[src/rtl/divider_pkg.sv]
// divider_pkg: shared FSM encoding and default width for the restoring divider
package divider_pkg;
    localparam int DEF_WIDTH = 4;
    typedef enum logic [1:0] {
        IDLE = 2'd0,
        RUN  = 2'd1,
        DONE = 2'd2
    } state_t;
endpackage

[src/rtl/div_step.sv]
// div_step: one combinational restoring compare/subtract on an already-shifted remainder
module div_step
    import divider_pkg::*;
#(
    parameter int WIDTH = DEF_WIDTH
) (
    input  logic [WIDTH:0]   rem_i,
    input  logic [WIDTH-1:0] dvs_i,
    output logic [WIDTH:0]   rem_next,
    output logic             q_bit
);
    assign q_bit    = rem_i >= {1'b0, dvs_i};
    assign rem_next = q_bit ? rem_i - {1'b0, dvs_i} : rem_i;
endmodule

[src/rtl/divider_4bit.sv]
// divider_4bit: multi-cycle unsigned restoring divider, one quotient bit per RUN cycle
module divider_4bit
    import divider_pkg::*;
#(
    parameter int WIDTH = DEF_WIDTH
) (
    input  logic             clk,
    input  logic             rst,
    input  logic             start,
    input  logic [WIDTH-1:0] Dividend,
    input  logic [WIDTH-1:0] Divisor,
    output logic             busy,
    output logic             done,
    output logic [WIDTH-1:0] Quotient,
    output logic [WIDTH-1:0] Remainder,
    output logic             DivZero
);
    localparam int CW = $clog2(WIDTH + 1);

    state_t           state_q, state_d;
    logic [WIDTH:0]   r_q, r_d, r_sh, rem_next;
    logic [WIDTH-1:0] wq_q, wq_d, dvs_q, dvs_d, quo_q, quo_d, rem_q, rem_d, wq_next;
    logic [CW-1:0]    cnt_q, cnt_d;
    logic             dz_q, dz_d, q_bit;
    logic             unused_msb;

    // The top remainder bit is always 0 after a restore, so the shift drops it.
    assign r_sh       = {r_q[WIDTH-1:0], wq_q[WIDTH-1]};
    assign wq_next    = {wq_q[WIDTH-2:0], q_bit};
    assign unused_msb = r_q[WIDTH];

    div_step #(.WIDTH(WIDTH)) u_step (
        .rem_i   (r_sh),
        .dvs_i   (dvs_q),
        .rem_next(rem_next),
        .q_bit   (q_bit)
    );

    always_comb begin
        state_d = state_q;
        r_d     = r_q;
        wq_d    = wq_q;
        dvs_d   = dvs_q;
        cnt_d   = cnt_q;
        quo_d   = quo_q;
        rem_d   = rem_q;
        dz_d    = dz_q;
        if (state_q != RUN && start) begin
            dvs_d = Divisor;
            r_d   = '0;
            wq_d  = Dividend;
            cnt_d = '0;
            if (Divisor == '0) begin
                state_d = DONE;
                quo_d   = '1;
                rem_d   = Dividend;
                dz_d    = 1'b1;
            end else begin
                state_d = RUN;
            end
        end else if (state_q == RUN) begin
            r_d   = rem_next;
            wq_d  = wq_next;
            cnt_d = cnt_q + 1'b1;
            if (cnt_q == CW'(WIDTH - 1)) begin
                state_d = DONE;
                quo_d   = wq_next;
                rem_d   = rem_next[WIDTH-1:0];
                dz_d    = 1'b0;
            end
        end else begin
            state_d = IDLE;
        end
    end

    always_ff @(posedge clk or posedge rst) begin
        if (rst) begin
            state_q <= IDLE;
            r_q     <= '0;
            wq_q    <= '0;
            dvs_q   <= '0;
            cnt_q   <= '0;
            quo_q   <= '0;
            rem_q   <= '0;
            dz_q    <= 1'b0;
        end else begin
            state_q <= state_d;
            r_q     <= r_d;
            wq_q    <= wq_d;
            dvs_q   <= dvs_d;
            cnt_q   <= cnt_d;
            quo_q   <= quo_d;
            rem_q   <= rem_d;
            dz_q    <= dz_d;
        end
    end

    assign busy      = state_q == RUN;
    assign done      = state_q == DONE;
    assign Quotient  = quo_q;
    assign Remainder = rem_q;
    assign DivZero   = dz_q;
endmodule

[config.mk]
export PLATFORM = sky130hd
export DESIGN_NAME = divider_4bit
export DESIGN_NICKNAME = d
export VERILOG_FILES = /design/src/rtl/divider_pkg.sv /design/src/rtl/div_step.sv /design/src/rtl/divider_4bit.sv
export SDC_FILE = /design/constraint.sdc
export NUM_CORES = 1
export LEC_CHECK = 0
export BUFFER_PORTS_ARGS = -buffer_cell sky130_fd_sc_hd__buf_4
export CORE_ASPECT_RATIO = 0.9
export CORE_MARGIN = 2
export CORE_UTILIZATION = 55
export CTS_BUF_LIST = sky130_fd_sc_hd__clkbuf_16
export DETAILED_ROUTE_END_ITERATION = 16
export PLACE_DENSITY = 0.78
export SYNTH_ARGS = -nofsm -noshare
export SYNTH_HDL_FRONTEND = slang
export SYNTH_SLANG_ARGS = --single-unit
[constraint.sdc]
create_clock -name clk -period 2.6 [get_ports clk]
set_clock_uncertainty 0.15 [all_clocks]
set_input_delay 0.52 -clock clk [delete_from_list [all_inputs] [get_ports clk]]
set_output_delay 0.52 -clock clk [all_outputs]
set_load 0.01 [all_outputs]
==> flow_summary.toml <==
[floorplan]
fp.dieW_um = 56.1
start_util_pct = 59.8
rows = 16
die_area_sq_mm = 0.00285
pin_count = 22
die_h_um = 50.9
core_area_sq_mm = 0.00224

[yosys]
synth_seq_area_share_pct = 48.5
synth_cell_types = 35
synth_edf_count = 0
ys_ff_latch = 26
async_flop_share_pct = 100
netlist_instances = 138
yosysWarnings = 0
ys.flop_type = "dfrtp_1"
synth_area_sq_mm = 0.00134
synth_nets = 156
avgSynthCellArea_sq_um = 9.72

[setup_path]
crit_path_start_kind = "flop"
worstPathRequired_ns = 2.59
worstPathArrival_ns = 2.17
end_kind = "flop"
path_class = "reg2reg"
cp_max_fo = 5
reg2reg_slack_ns = 0.43

[route]
routed-wl-met3_um = 240
viasPerCell = 5.95
post-route-drc-count = 0
drt_first_pass_iters = 4
wl_met1_mm = 1.31
vias = 1125
drt_iter0_drc = 53
drtAntennaViolNets = 0
drt_wl_total_mm = 3.14
highest_layer = "met4"
routedWlPerCell_um = 16.6
wl_met2_mm = 1.50

[layout]
fillers = 155
diodes = 0
multiInputGateArea_sq_um = 632
seq_area_sq_um = 651
fin_nets = 181
drive_gt1_share_pct = 22.8
area_delta_synth_final_pct = 20.8
mostFrequentLayoutCells = "dfrtp_1, buf_4, nand2_1"
final_cells = 189
layout_commonest_cell = "dfrtp_1"

[global_routing]
grt_pass1_vias = 1099
grt_pass1_wl_mm = 5.26
antenna_found_initial = 0
grt_max_degree = 27
grt.total_usage_pct = 24.4
gr-total-overflow = 0

[sta]
post-route-period-util_pct = 83.6
finalHoldViolCount = 0
report.final.slew_viol_count = 0
setup_viol_count_final = 0
fin_setup_tns_ns = 0
rsz0062_at_grt = "no"
min_period_ns = 2.17
relSlewSlack_pct = 73.0
fmax_mhz = 460
tightestPinTransition_ns = 0.402

[clock_tree]
insertion_delay_ns = 0.26
cts_buffer_depth = 2
postCtsSetupBuffers = 0
root_buffer = "clkbuf_16"
cts_resized = 0
clk_pin_slew_ns = 0.06
clock_sinks = 26
cts_hold_buf = 0
htreeDepth = 1
numCtsBuffers = 3
cts_tree = "yes"

[placement]
gp_congestion = 0.899
port_buffers = 21
hpwlAfterDp_mm = 2.32
dpl.cell_count = 185

[job]
max-cap-violations = 0

[run_status]
status = "completed"

[power_and_ir_drop]
p_per_area_mw_per_mm2 = 1480
leakage_nw = 0.758
peakVddDrop_uv = 1120

[hold_path]
hold_class = "in2async"
[registers in the layout, indices dropped and copies added, names as in the netlist]
| signal | flops |
|---|---|
| Quotient | 4 |
| Remainder | 4 |
| dvs_q | 4 |
| r_q | 4 |
| wq_q | 4 |
| cnt_q | 3 |
| state_q | 2 |
| DivZero | 1 |
[critical path: stages, from the launching register on]
cell	delay (ns)
dfrtp_1	0.45
ha_1	0.28
nor4_4	0.35
o21ai_1	0.21
a21oi_1	0.24
o31ai_1	0.10
mux2_2	0.28
[logic make-up after synthesis]
| group | share of synthesized area (%) |
|---|---|
| and+or+nand+nor | 18.8 |
| AOI/OAI and AO/OA | 16.9 |
| DFF | 48.5 |
| buffers and inverters | 4.38 |
| adders and majority gates | 7.09 |
| muxes | 3.08 |
| xor gates and xnor gates | 1.31 |
[report_power, final]
| part | switching [mW] | internal (mW) | leakage (nW) |
|---|---|---|---|
| clock network | 0.130 | 0.206 | 0.0385 |
| registers | 0.131 | 0.602 | 0.311 |
| logic | 0.755 | 0.579 | 0.408 |
| total | 1.02 | 1.39 | 0.758 |
[worst paths after layout]
check                      cells past startpoint                    start                  endpoint
min in group clk                               3               Divisor[0]      dvs_q[0]$_DFFE_PP0P_
max                                            6       r_q[0]$_DFFE_PP0P_  Remainder[0]$_DFFE_PP0P_
max reg2reg                                    6       r_q[0]$_DFFE_PP0P_  Remainder[0]$_DFFE_PP0P_
max in group asynchronous                      3                      rst      dvs_q[1]$_DFFE_PP0P_
min                                            3                      rst   Quotient[1]$_DFFE_PP0P_
min reg2reg                                    1  Quotient[2]$_DFFE_PP0P_   Quotient[2]$_DFFE_PP0P_
[Yosys cell counts (all sizes together), types with 3 or more instances]
library cell	number	area share [%]
a31oi	3	1.4
nand2	22	6.2
o21ai	13	4.9
ha	6	5.6
mux2i	3	2.2
nor2b	3	2.0
o31ai	3	1.7
clkbuf	3	0.84
nand3	6	2.2
dfrtp	26	49
a21oi	8	3.0
inv	10	2.8
o22a	3	2.0
nor2	8	2.4
[routing by layer]
| layer | track usage (%) | vias up |
|---|---|---|
| met4 | 7.94 | 0 |
| li1 | - | 525 |
| met2 | 41.6 | 58 |
| met5 | 0 | - |
| met1 | 30.2 | 530 |
| met3 | 6.84 | 12 |
[cell type report]
cell class / instances / share of cell area (%)
inverters: 10 / 2.32
repair buffers: 25 / 11.6
clock buffers: 3 / 4.63
clock inverters: 1 / 0.232
well taps: 27 / 2.08
multi-input cells: 97 / 39.0
flip-flops and latches: 26 / 40.2
[through the flow]
step	setup slack [ns]	power [mW]	util (%)	hold WS (ns)	cell area, sq um
floorplan	0.673	1.64	-	0.302	1340
global placement	0.615	1.98	68.8	0.325	1540
detailed placement	0.512	2.03	68.8	0.329	1540
CTS	0.451	2.39	72.3	0.176	1620
global route	0.289	2.59	72.3	0.196	1620
finish	0.425	2.40	72.3	0.166	1620
No activity file was read; power rests on OpenSTA's default activity.
